### config.mk
export PLATFORM = sky130hd
export DESIGN_NAME = seq_div_datapath
export DESIGN_NICKNAME = d
export VERILOG_FILES = /design/src/rtl/seq_div_datapath.sv
export SDC_FILE = /design/constraint.sdc
export NUM_CORES = 1
export LEC_CHECK = 0
export BUFFER_PORTS_ARGS = -buffer_cell sky130_fd_sc_hd__buf_2
export CAP_MARGIN = 5
export CELL_PAD_IN_SITES_DETAIL_PLACEMENT = 0
export CELL_PAD_IN_SITES_GLOBAL_PLACEMENT = 1
export CORE_MARGIN = 3
export CORE_UTILIZATION = 35
export CTS_BUF_LIST = sky130_fd_sc_hd__clkbuf_8
export DETAILED_ROUTE_END_ITERATION = 7
export GPL_ROUTABILITY_DRIVEN = 0
export MAX_ROUTING_LAYER = met4
export PLACE_DENSITY = 0.8
export SYNTH_ARGS = -nofsm -noshare
export SYNTH_HDL_FRONTEND = slang
export SYNTH_SLANG_ARGS = --single-unit
### constraint.sdc
create_clock -name clk -period 1.97 [get_ports clk]
set_input_delay 0.197 -clock clk [delete_from_list [all_inputs] [get_ports clk]]
set_output_delay 0.197 -clock clk [all_outputs]
set_load 0.01 [all_outputs]
### src/rtl/seq_div_datapath.sv
`default_nettype none
// ============================================================================
// Module   : seq_div_datapath
// Brief    : Operand registers and multi-cycle restoring divider that answer
//            the operation-control FSM (load strobes, validate, start) with
//            a divide-by-zero flag and a one-cycle done pulse.
// Revision : 1.0 - initial release
// ============================================================================
module seq_div_datapath #(
   parameter int W      = 8,
   parameter bit SIGNED = 1'b0
) (
   input  logic         clk,
   input  logic         rst,
   input  logic [W-1:0] data_in,
   input  logic         load_x,
   input  logic         load_y,
   input  logic         val,
   input  logic         op_en,
   output logic         error,
   output logic         error_latched,
   output logic         busy,
   output logic         done,
   output logic [W-1:0] quotient,
   output logic [W-1:0] remainder
);

   localparam int c_cnt_w = $clog2(W + 1);
   localparam logic [c_cnt_w-1:0] c_iters = c_cnt_w'(W);
   localparam logic [c_cnt_w-1:0] c_last  = c_cnt_w'(1);

   typedef enum logic [1:0] {
      IDLE   = 2'd0,
      CALC   = 2'd1,
      FINISH = 2'd2
   } state_t;

   state_t             state_q, state_d;
   logic [W-1:0]       x_q, x_d;
   logic [W-1:0]       y_q, y_d;
   logic [W-1:0]       a_q, a_d;          // partial remainder
   logic [W-1:0]       wq_q, wq_d;        // working quotient / shifted dividend
   logic [W-1:0]       m_q, m_d;          // divisor magnitude snapshot
   logic [c_cnt_w-1:0] cnt_q, cnt_d;
   logic               negq_q, negq_d;
   logic               negr_q, negr_d;
   logic [W-1:0]       quot_q, quot_d;
   logic [W-1:0]       rem_q, rem_d;
   logic               errl_q, errl_d;
   logic               busy_q, busy_d;
   logic               done_q, done_d;

   logic               w_x_neg;
   logic               w_y_neg;
   logic [W-1:0]       w_x_mag;
   logic [W-1:0]       w_y_mag;
   logic [W:0]         w_shift;
   logic               w_ge;
   logic [W-1:0]       w_rest;

   // Operand signs/magnitudes; the most-negative value maps to 2^(W-1) as an
   // unsigned magnitude, which is exactly what makes MIN / -1 wrap cleanly.
   assign w_x_neg = SIGNED && x_q[W-1];
   assign w_y_neg = SIGNED && y_q[W-1];
   assign w_x_mag = w_x_neg ? (~x_q + 1'b1) : x_q;
   assign w_y_mag = w_y_neg ? (~y_q + 1'b1) : y_q;

   // One restoring step: shifted partial remainder is W+1 bits wide, but when
   // it is >= M the difference is < M and fits back into W bits.
   assign w_shift = {a_q, wq_q[W-1]};
   assign w_ge    = (w_shift >= {1'b0, m_q});
   assign w_rest  = w_shift[W-1:0] - m_q;

   assign error         = (y_q == '0);
   assign error_latched = errl_q;
   assign busy          = busy_q;
   assign done          = done_q;
   assign quotient      = quot_q;
   assign remainder     = rem_q;

   // Next-state, operand load and divider iteration logic.
   always_comb begin
      state_d = state_q;
      x_d     = load_x ? data_in : x_q;
      y_d     = load_y ? data_in : y_q;
      a_d     = a_q;
      wq_d    = wq_q;
      m_d     = m_q;
      cnt_d   = cnt_q;
      negq_d  = negq_q;
      negr_d  = negr_q;
      quot_d  = quot_q;
      rem_d   = rem_q;
      errl_d  = val ? error : errl_q;
      busy_d  = busy_q;
      done_d  = 1'b0;

      case (state_q)
         IDLE: begin
            // Start decision uses the pre-edge Y, so a coincident load_y
            // only affects the next operation.
            if (op_en && !error) begin
               a_d     = '0;
               wq_d    = w_x_mag;
               m_d     = w_y_mag;
               negq_d  = w_x_neg ^ w_y_neg;
               negr_d  = w_x_neg;
               cnt_d   = c_iters;
               busy_d  = 1'b1;
               state_d = CALC;
            end
         end
         CALC: begin
            a_d   = w_ge ? w_rest : w_shift[W-1:0];
            wq_d  = {wq_q[W-2:0], w_ge};
            cnt_d = cnt_q - 1'b1;
            if (cnt_q == c_last) begin
               state_d = FINISH;
            end
         end
         FINISH: begin
            quot_d  = negq_q ? (~wq_q + 1'b1) : wq_q;
            rem_d   = negr_q ? (~a_q + 1'b1) : a_q;
            done_d  = 1'b1;
            busy_d  = 1'b0;
            state_d = IDLE;
         end
         default: begin
            busy_d  = 1'b0;
            state_d = IDLE;
         end
      endcase
   end

   // State and datapath registers with synchronous clear.
   always_ff @(posedge clk) begin
      if (rst) begin
         state_q <= IDLE;
         x_q     <= '0;
         y_q     <= '0;
         a_q     <= '0;
         wq_q    <= '0;
         m_q     <= '0;
         cnt_q   <= '0;
         negq_q  <= 1'b0;
         negr_q  <= 1'b0;
         quot_q  <= '0;
         rem_q   <= '0;
         errl_q  <= 1'b0;
         busy_q  <= 1'b0;
         done_q  <= 1'b0;
      end else begin
         state_q <= state_d;
         x_q     <= x_d;
         y_q     <= y_d;
         a_q     <= a_d;
         wq_q    <= wq_d;
         m_q     <= m_d;
         cnt_q   <= cnt_d;
         negq_q  <= negq_d;
         negr_q  <= negr_d;
         quot_q  <= quot_d;
         rem_q   <= rem_d;
         errl_q  <= errl_d;
         busy_q  <= busy_d;
         done_q  <= done_d;
      end
   end

endmodule
`default_nettype wire

# --- Word level (Yosys, flattened, before mapping) ---
# Cells that the tools add are included.
op_classes:
  n_eq_ne: 5
  addsub: 2
  reduce_logical: 9
  bitwise: 1
  muxes: 13
  order_cmp: 1
ops:
  columns: ["operator", "n"]
  rows:
  - ["8-bit one-hot mux with 2 select lines", 2]
  - ["8-bit two-way mux", 3]
  - ["9-bit by 8-bit greater-or-equal comparator with 1-bit output", 1]
  - ["8-bit logical NOT", 1]
  - ["4-bit one-hot mux with 2 select lines", 1]
  - ["2-bit AND reduction", 4]
  - ["8-bit subtractor", 1]
  - ["4-bit by 1-bit equality test with 1-bit output (second input constant)", 1]
  - ["2-bit two-way mux", 2]
  - ["4-bit two-way mux", 1]
  - ["2-bit != test (second input constant)", 2]
  - ["2-bit one-hot mux with 2 select lines", 1]
  - ["4-bit by 1-bit subtractor with 4-bit output (second input constant)", 1]
  - ["2-bit by 1-bit equality test with 1-bit output (second input constant)", 1]
  - ["2-bit equality test (second input constant)", 1]
  - ["2-bit logical NOT", 1]
  - ["1-bit two-way mux", 2]
  - ["1-bit one-hot mux with 2 select lines", 1]
  - ["2-bit nonzero test", 1]
  - ["1-bit logical AND", 1]
  - ["1-bit logical NOT", 1]
  - ["1-bit inverter", 1]
totals:
  inputBits: 14
  output_inout_bits: 20
  ff_bits: 65
  wordCells: 43

# --- Depth between registers and ports, before layout ---
# Gate-level depths: netlist of the first run.
depth:
  word_depth: 5
  depth_mapped: 8
  ltp_nobuf: 8

# --- Worst setup path after synthesis of the first run ---
# OpenSTA, ideal clock, no wires.
synth_path:
  kind: "flip-flop to flip-flop"
  start: "register wq_q[7]"
  end: "register a_q[6]"
  required_ns: 1.846
  stages_incl_launch_ff: 9
  path_buffers: 0
  period_less_slack_ns: 1.851
  arrival_time_ns: 1.727
  setup_ns: 0.124
  path_slack_ns: 0.119
  cell_sequence: "dfxtp_1 inv_1 ha_1 fa_1 nor2b_1 o211ai_1 mux2i_1 nor4b_1 o31ai_1"
synth_between:
  elab_chain_cells: 3
  elab_cells_between_ends: 4
  classes_between: "add/sub: 1; order compare: 1; mux: 2"
synth_lines:
  columns: ["item", "line_no", "source"]
  rows:
  - ["from (decl)", "42", "logic [W-1:0] wq_q, wq_d;"]
  - ["from (signal assigned)", "157", "wq_q <= wq_d;"]
  - ["8-bit subtractor / 9-bit by 8-bit greater-or-equal comparator with 1-bit output (equally long branches)", "72, 71", null]
  - ["8-bit two-way mux *", "114", "a_d = w_ge ? w_rest : w_shift[W-1:0];"]
  - ["8-bit one-hot mux with 2 select lines *", "98", "case (state_q)"]
  - ["to (signal assigned)", "141", "a_q <= '0;"]
  - ["to (signal assigned)", "156", "a_q <= a_d;"]
  - ["to (decl)", "41", "logic [W-1:0] a_q, a_d;"]
# Mark *: on every way between the ends. The rest lies on a longest branch, timed or not.
# A chain may end at the register's enable or synchronous reset.

# --- Final worst setup path of the first run ---
layout_path:
  start: "register m_q[4]"
  end: "register a_q[3]"
layout_between:
  elab_chain_cells: 3
layout_lines:
  columns: ["item", "line_no", "source"]
  rows:
  - ["from (decl)", "43", "logic [W-1:0] m_q, m_d;"]
  - ["from (signal assigned)", "158", "m_q <= m_d;"]
  - ["9-bit by 8-bit greater-or-equal comparator with 1-bit output", "71", "assign w_ge = (w_shift >= {1'b0, m_q});"]
  - ["8-bit two-way mux", "114", null]
  - ["8-bit one-hot mux with 2 select lines", "98", null]
# No other way between the ends.

==> summary.txt, run 1 <==
STA
  • Worst rel slew slack: ~59%
  • Worst slew pin tran: approximately 0.62 ns
  • Fin crit period: 1.88 ns
  • Final Hold Fails: 0
  • Setup Skew: 0.00498 ns
  • Setup violators final: 0
  • FMAX: 0.531 GHz
  • Max Slew Vio Count: 0
  • Fin Setup TNS: 0 ns
  • Ratio of final minimum period to clock period: around 96%

Synthesis
  • Mapped Nets: 348
  • Commonest register cell after synthesis: dfxtp_1
  • Syn avg cell area: about 9 µm²
  • Mapped Area: around 0.0029 mm²
  • Yosys warning count: 0
  • Post-synthesis register bit count: 65
  • Mapped Cells: 323
  • Post-synth EDFFs: 0
  • Area leader, netlist: dfxtp_1
  • Synth area leaders: dfxtp_1 (45%), mux2i_1 (14%), nand2_1 (6.4%)
  • Netlist cell types: 40
  • Asr flop ratio synth: 0%
  • Seq/Total Area, Yosys: 45.5%
  • Share of the synthesized area in the top cell type: around 45%

Setup path
  • Worst Setup End Kind: flop
  • Worst EP arrival: ~2.1 ns
  • Reg2Reg Depth: 8
  • Reg2Reg Setup Slack: 0.09 ns
  • Reg-to-reg endpoint: a_q[3]
  • Startpoint type of the worst setup path: flop
  • Crit path max fanout: 5
  • Crit Path Category: flop to flop
  • Worst path required time: between 2 and 2.5 ns
  • Worst reg2reg startpoint: m_q[4]

Clocking
  • Clock Sinks: 65
  • CTS tree: built
  • Hold_buf cts: 0
  • Clk pin slew, worst setup/hold paths: 0.07 ns
  • # H-tree levels: 3
  • CTS Buf Count: 9
  • CTS root buf: clkbuf_8
  • Clk_lat worst skew: between 0.3 and 0.4 ns
  • Clock Path Buffers: 2

Die
  • Num ports: 34
  • Die Ht: 96.4 µm
  • Initial Util: a little over a third
  • Core ar.: ~0.0078 mm²
  • DIE AREA: 0.00930 mm²
  • Die width: 96.4 µm
  • Row count: 32

Drt
  • First DRT Iteration DRCs: 69
  • Antenna-violating nets left: 0
  • Via Count: 2345
  • Routed WL per cell: 13.7 µm
  • DRC: 0
  • Via density: 4.89
  • Post-Route WL: roughly 6600 µm
  • First-pass iteration count of the detailed router: 4

Flow run
  • Max_cap viols: 0

Layout
  • Final net count: 398
  • ANT cells: 0
  • Layout cell share with drive strength beyond 1: between 20% and 30%
  • P&R area growth vs syn: 25.4%
  • Post-layout util: 45.7%
  • Commonest non-fill, non-tap cell in the layout: dfxtp_1
  • Most frequent cells in the layout: dfxtp_1 (63), nand2_1 (49), nor2_1 (47)

Global routing
  • Largest net degree at the start of global routing: 50
  • Via count of the first global-routing pass: 2129
  • First-pass GRT wire length: slightly above 10000 µm
  • Grt ovf: 0
  • GRT Resource Usage Total: 15.1%
  • Initial antenna violation count: 0

Pwr
  • Cell Pwr Density: 1030 mW/mm²
  • Leak Pwr: 1.55 nW
  • VDD IR max: between 0.4 and 0.5 mV

Hold path
  • Min-delay worst type: input port to flop
  • Worst Min Path Start: data_in[2]
  • Min-Delay Path Depth: 3
  • Worst Hold Endpoint: w_x_mag[2]

Outcome
  • Status: completed

Place
  • IO buf count: 33
  • Final HPWL DP: 4610 µm
[what timing repair did]
action	in CTS	in global routing
pin swaps	0	6
buffers inserted	0	4
setup endpoints to repair	9	6
gates resized for setup	3	11
[worst max-delay path by stage]
stage          startpoint  slack [ns]      to  depth (start not counted)
3_5_place_dp      wq_q[7]       -0.02  a_q[6]                          8
5_1_grt            m_q[2]       -0.02  a_q[7]                          7
6_report           m_q[4]        0.09  a_q[3]                          8
4_1_cts            m_q[2]        0.04  a_q[6]                          8
2_1_floorplan     wq_q[7]        0.12  a_q[6]                          8
3_3_place_gp   w_y_mag[0]        0.02  m_q[6]                          6
[cell usage after synthesis, types with 3 or more instances]
library cell	instances
ha_1	10
o21ai_0	4
a21oi_1	23
clkbuf_1	11
dfxtp_1	65
a211oi_1	10
nor3_1	3
nor2b_1	3
o31ai_1	3
inv_1	11
o21ai_1	4
nand2b_1	6
mux2i_1	39
nand2_1	49
nor2_1	47
[report_power, final]
part / internal (mW) / total (mW) / switching, mW
Combinational: 0.420 / 0.806 / 0.386
Clock: 0.908 / 1.42 / 0.510
Sequential: 1.40 / 1.47 / 0.0714
Total: 2.72 / 3.69 / 0.968
[worst max-delay path: stages, from the launching register on]
cell	delay (ns)
dfxtp_1	0.33
inv_1	0.06
ha_1	0.37
nand2_1	0.11
o31ai_2	0.28
buf_4	0.21
buf_4	0.12
mux2i_1	0.21
o21ai_1	0.07
[cell type report]
class	instances	area, µm²
fill	785	4260
multi-input combinational	229	1510
sequential	65	1300
timing repair buffer	55	343
clock buffer	11	151
tap	102	128
clock inverter	5	103
inverter	13	48.8
[registers in the layout, summed over array words and instances, names as in the netlist]
register       count
remainder          8
w_y_mag            8
w_x_mag            8
cnt_q              4
done               1
a_q                8
error_latched      1
m_q                8
quotient           8
wq_q               8
state_q            2
busy               1
[per-layer routing]
metal	up-vias	share of wire [%]	global-route usage, %	routed length [µm]
li1	1201	-	-	-
met4	0	1.1	3.97	75
met2	56	46	22.3	3040
met1	1082	49	20.1	3230
met5	-	0	-	0
met3	6	3.8	4.96	253
[metrics by stage]
step,power (mW),instance area [µm²],setup WS (ns),hold WS (ns),std cells
after global placement,2.13,3220,0.0243,0.442,460
after floorplan,1.95,2860,0.119,0.344,323
after global routing,3.86,3590,-0.0177,0.115,480
final,3.69,3590,0.0854,0.112,480
after detailed placement,2.14,3220,-0.0242,0.447,460
after CTS,3.57,3490,0.0436,0.102,476
[cell families (layout without fill, tap and decap cells)]
family	after synthesis	in the layout	synth area share, %
AOI/OAI and AO/OA	58	58	12.9
adders and majority gates	11	11	5.07
buffers and inverters	29	84	4.42
xor gates and xnor gates	4	4	1.22
and+or+nand+nor	117	117	17.3
muxes	39	39	13.6
DFF	65	65	45.5
(Power assumes the default switching activity.)
==> run 2, diff against run 1 <==
--- a/config.mk
+++ b/config.mk
@@ -10,12 +10,12 @@
 export CELL_PAD_IN_SITES_DETAIL_PLACEMENT = 0
 export CELL_PAD_IN_SITES_GLOBAL_PLACEMENT = 1
 export CORE_MARGIN = 3
-export CORE_UTILIZATION = 35
+export CORE_UTILIZATION = 41
 export CTS_BUF_LIST = sky130_fd_sc_hd__clkbuf_8
 export DETAILED_ROUTE_END_ITERATION = 7
 export GPL_ROUTABILITY_DRIVEN = 0
 export MAX_ROUTING_LAYER = met4
-export PLACE_DENSITY = 0.8
+export PLACE_DENSITY = 0.86
 export SYNTH_ARGS = -nofsm -noshare
 export SYNTH_HDL_FRONTEND = slang
 export SYNTH_SLANG_ARGS = --single-unit
==> summary.txt, run 2 (synthesis results as in run 1) <==
Hold path
  • Min-delay worst type: input port to flop
  • Worst Min Path Start: data_in[7]
  • Worst Hold Endpoint: w_x_mag[7]
  • Min-Delay Path Depth: 3

Global routing
  • Largest net degree at the start of global routing: 32
  • GRT Resource Usage Total: 17.8%
  • First-pass GRT wire length: 10500 µm
  • Initial antenna violation count: 0
  • Via count of the first global-routing pass: 2205
  • Met3 usage: between 5 and 6%
  • Met1 Track Usage GR: 24.2%
  • GRT met2 Usage: about a quarter
  • Grt ovf: 0
  • Busiest metal layer after global routing: met2

Clocking
  • Clock Sinks: 65
  • CTS root buf: clkbuf_8
  • CTS Buf Count: 9
  • Post CTS Setup Buffer Count: 0
  • Hold_buf cts: 0
  • CTS tree: built
  • # H-tree levels: 3
  • Clk pin slew, worst setup/hold paths: ~0.08 ns
  • Clock Path Buffers: 2
  • Clk_lat worst skew: 0.34 ns

Layout
  • ANT cells: 0
  • Final cell count without fillers: 473
  • Commonest non-fill, non-tap cell in the layout: dfxtp_1
  • P&R area growth vs syn: 21.8%
  • Final net count: 400
  • Most frequent cells in the layout: dfxtp_1 (65), nand2_1 (49), nor2_1 (47)
  • Layout cell share with drive strength beyond 1: 21.6%

Drt
  • Via Count: 2359
  • Via density: 4.99
  • DRC: 0
  • Antenna-violating nets left: 0
  • First-pass iteration count of the detailed router: 4
  • Routed WL per cell: 13.7 µm
  • Post-Route WL: 6470 µm
  • First DRT Iteration DRCs: 97

Outcome
  • Status: completed

STA
  • FMAX: 0.518 GHz
  • Ratio of final minimum period to clock period: 98.0%
  • Worst rel slew slack: 59.3%
  • Max Slew Vio Count: 0
  • Final Hold Fails: 0
  • Setup Skew: 0.00910 ns
  • RSZ-0062 raised after global routing: yes
  • Fin crit period: slightly below 2 ns
  • Final Hold Slack: 0.104 ns
  • Worst slew pin tran: a little over 0.6 ns
  • Setup violators final: 0
  • Fin Setup TNS: 0 ns

Die
  • Core ar.: between 0.006 and 0.007 mm²
  • Initial Util: between 40% and 50%
  • Die Ht: 89.5 µm
  • Row count: 29
  • Die width: between 80 and 90 µm
  • DIE AREA: 0.00802 mm²
  • Num ports: 34

Place
  • IO buf count: 33
  • Final HPWL DP: 4770 µm
  • Dpl cells: around 460

Setup path
  • Crit path max fanout: 4
  • Worst path required time: roughly 2.2 ns
  • Worst EP arrival: ~2.2 ns
  • Crit Path Category: flop to flop
  • Reg2Reg Depth: 8
  • Worst reg2reg startpoint: m_q[2]
  • Startpoint type of the worst setup path: flop
  • Reg2Reg Setup Slack: 0.04 ns
  • Reg-to-reg endpoint: a_q[6]
  • Worst Setup End Kind: flop

Pwr
  • Leak Pwr: 1.51 nW
  • Cell Pwr Density: 948 mW/mm²
  • VDD IR max: about 0.5 mV

Flow run
  • Max_cap viols: 0
run 2: changes by cell type in the layout (fill, tap and decap cells not counted), moves of 2 or more:
cell	delta
clkinvlp_4	+2
dfxtp_1	+2
buf_4	+3
bufinv_16	-2
dfxtp_2	-2
clkbuf_8	-2
ha_1	+3
ha_4	-3
run 2: final cells by class:
type / count / area [µm²]
clock buffer: 9 / 124
tap: 93 / 116
multi-input combinational: 229 / 1480
clock inverter: 7 / 71.3
inverter: 13 / 48.8
sequential: 65 / 1300
fill: 616 / 3080
timing repair buffer: 57 / 345
run 2: stage by stage:
stage	util (%)	power (mW)	instance area, µm²	setup slack, ns
floorplan	-	1.95	2860	0.119
global placement	49.5	2.15	3250	-0.0574
detailed placement	49.5	2.16	3250	-0.0760
CTS	52.7	3.30	3460	0.0138
global route	53.1	3.47	3480	-0.0522
finish	53.1	3.30	3480	0.0398
run 2: routing by layer:
layer  vias to the layer above  wire length [µm]
met5                         -                 0
met4                         0                56
met3                         7               273
met2                        50              2940
met1                      1095              3200
li1                       1207                 -
run 2: worst max path at each step:
stage                  end  cells after the start  slack (ns)    start
detailed placement  a_q[6]                      8       -0.08  wq_q[7]
global placement    a_q[6]                      8       -0.06  wq_q[7]
global route        a_q[6]                      8       -0.05   m_q[2]
CTS                 a_q[6]                      8        0.01  wq_q[7]
floorplan           a_q[6]                      8        0.12  wq_q[7]
finish              a_q[6]                      8        0.04   m_q[2]
run 2: worst max-delay path: stages (launching register included):
cell,delay [ns]
dfxtp_1,0.34
inv_1,0.05
ha_1,0.31
buf_4,0.15
nor2b_2,0.15
o211ai_1,0.22
mux2i_1,0.25
nor4b_2,0.07
o31ai_1,0.26
run 2: power breakdown:
part / internal (mW) / switching, mW
Sequential: 1.39 / 0.0676
Clock: 0.583 / 0.537
Combinational: 0.350 / 0.370
Total: 2.33 / 0.975
run 2: timing repair:
item / CTS / global route
resized for setup: 4 / 3
setup endpoints to repair: 15 / 8
pin swaps: 1 / 0
==> run 3, diff against run 2 <==
--- a/config.mk
+++ b/config.mk
@@ -5,7 +5,7 @@
 export SDC_FILE = /design/constraint.sdc
 export NUM_CORES = 1
 export LEC_CHECK = 0
-export BUFFER_PORTS_ARGS = -buffer_cell sky130_fd_sc_hd__buf_2
+export BUFFER_PORTS_ARGS = -buffer_cell sky130_fd_sc_hd__buf_4
 export CAP_MARGIN = 5
 export CELL_PAD_IN_SITES_DETAIL_PLACEMENT = 0
 export CELL_PAD_IN_SITES_GLOBAL_PLACEMENT = 1
==> summary.txt, run 3 (synthesis results as in run 1) <==
Outcome
  • Status: completed

Global routing
  • First-pass GRT wire length: 10500 µm
  • GRT Resource Usage Total: 17.9%
  • Grt ovf: 0
  • Largest net degree at the start of global routing: 32
  • Initial antenna violation count: 0
  • Via count of the first global-routing pass: 2221

Setup path
  • Worst EP arrival: ~2.1 ns
  • CP max stage delay: 0.38 ns
  • Critical Path, Cell by Cell: inv_1, ha_2, a21o_1, a31oi_2, o31ai_2, buf_4, nor4b_4, o31ai_2
  • Crit path max-delay family: compound AO/OA/AOI/OAI gates
  • Worst path required time: 2.19 ns
  • WP buf/inv: 2
  • Crit path max fanout: 6
  • Top cell by count, worst path: o31ai_2
  • Reg-to-reg endpoint: a_q[6]
  • Worst Setup End Kind: flop
  • Slowest CP cell: ha_2
  • Reg2Reg Setup Slack: 0.07 ns
  • Startpoint type of the worst setup path: flop
  • Stages on the worst setup path: 8
  • Reg2Reg Depth: 8
  • Crit Path Category: flop to flop
  • Worst reg2reg startpoint: m_q[2]

Die
  • Die Ht: slightly below 90 µm
  • Row count: 29
  • Die width: ~90 µm
  • Num ports: 34
  • DIE AREA: 0.00802 mm²
  • Core ar.: 0.00657 mm²
  • Initial Util: a little over two fifths

STA
  • Worst rel slew slack: 49.4%
  • Setup Skew: 0.00587 ns
  • Max Slew Vio Count: 0
  • Fin crit period: 1.90 ns
  • FMAX: 0.526 GHz
  • Ratio of final minimum period to clock period: 96.5%
  • Setup violators final: 0
  • Worst slew pin tran: 0.756 ns
  • Final Hold Fails: 0
  • Min setup slack post-route: 0.0694 ns

Pwr
  • Leak Pwr: 1.55 nW
  • Part of the power in registers: 44.4%
  • Sw Ratio: 28.0%
  • VDD IR max: 0.447 mV
  • Cell Pwr Density: 912 mW/mm²
  • Power Total: 3.29 mW
  • Net Sw Power: between 0.9 and 1 mW
  • Internal Pwr Total: 2.37 mW
  • Logic pwr share: 22.8%
  • Clock power share: approximately a third

Layout
  • Commonest non-fill, non-tap cell in the layout: dfxtp_1
  • Final cell count without fillers: about 470
  • Fill count: 600
  • P&R area growth vs syn: 26.0%
  • Layout cell share with drive strength beyond 1: 23.4%
  • ANT cells: 0
  • Most frequent cells in the layout: dfxtp_1 (64), buf_4 (58), nand2_1 (49)
  • Final net count: 401

Clocking
  • CTS root buf: clkbuf_8
  • Clock Sinks: 65
  • Clk_lat worst skew: 0.34 ns
  • # H-tree levels: 3
  • CTS Buf Count: 9
  • CTS tree: built
  • Clk pin slew, worst setup/hold paths: 0.07 ns
  • Clock Path Buffers: 2

Hold path
  • Min-delay worst type: input port to flop
  • Min-Delay Path Depth: 3
  • Worst Min Path Start: data_in[5]
  • Worst Hold Endpoint: w_x_mag[5]

Drt
  • First DRT Iteration DRCs: 83
  • Via Count: 2334
  • Routed WL per cell: roughly 14 µm
  • First-pass iteration count of the detailed router: 4
  • Antenna-violating nets left: 0
  • Via density: 4.92
  • DRC: 0
  • Post-Route WL: 6420 µm

Place
  • Pre-CTS WS: -0.145 ns
  • IO buf count: 33
  • Final HPWL DP: around 4500 µm
  • Dpl cells: 457

Flow run
  • Max_cap viols: 0
[run 3: cell count changes in the layout (fill, tap and decap cells not counted), sizes merged]
cell and delta:
clkinvlp -2, inv +1, buf +1, clkbuf +1
[run 3: how the worst max path moves through the flow]
stage          endpoint  slack [ns]       start
6_report         a_q[6]        0.07      m_q[2]
5_1_grt          a_q[6]       -0.05      m_q[2]
4_1_cts          a_q[6]       0.004     wq_q[7]
3_5_place_dp     m_q[7]       -0.14  w_y_mag[0]
3_3_place_gp     m_q[5]       -0.09  w_y_mag[1]
2_1_floorplan    a_q[6]        0.12     wq_q[7]
[run 3: per-layer routing]
metal	vias to the layer above	GRT usage, %	routed length (µm)
li1	1209	-	-
met1	1062	22.7	3150
met2	48	25.7	2830
met3	15	6.54	250
met4	0	7.04	192
met5	-	-	0
[run 3: final cells by class]
type / count / area, µm² / share of cell area [%]
inverters: 13 / 48.8 / 1.35
clock buffers: 10 / 138 / 3.82
repair buffers: 58 / 435 / 12.1
multi-input cells: 229 / 1510 / 42.0
well taps: 93 / 116 / 3.23
clock inverters: 6 / 51.3 / 1.42
flip-flops and latches: 65 / 1300 / 36.1
[run 3: stage by stage]
stage	instance area, µm²	utilization [%]	setup TNS [ns]	hold WS [ns]
floorplan	2860	-	0	0.344
global placement	3330	50.8	-0.404	0.444
detailed placement	3330	50.8	-0.572	0.449
CTS	3530	53.8	0	0.0831
global route	3610	54.9	-0.0996	0.0952
finish	3610	54.9	0	0.102
[run 3: what timing repair did]
item,CTS,global route
setup buffers,0,1
endpoints found under the hold margin,0,0
gates resized for setup,2,13
setup endpoints to repair,12,7
pin swaps,1,5
hold buffers,0,0
[run 3: worst reg2reg max path: stages, from the launching register on]
cell     delay (ns)
dfxtp_1        0.33
inv_1          0.05
ha_2           0.38
a21o_1         0.15
a31oi_2        0.06
o31ai_2        0.30
buf_4          0.22
nor4b_4        0.20
o31ai_2        0.09
[run 3: power groups by stage]
stage,registers [mW],logic [mW],clock network (mW)
global placement,1.48,0.666,0
detailed placement,1.48,0.669,0
CTS,1.46,0.679,1.12
finish,1.46,0.749,1.08
floorplan,1.47,0.473,0
global route,1.47,0.825,1.18
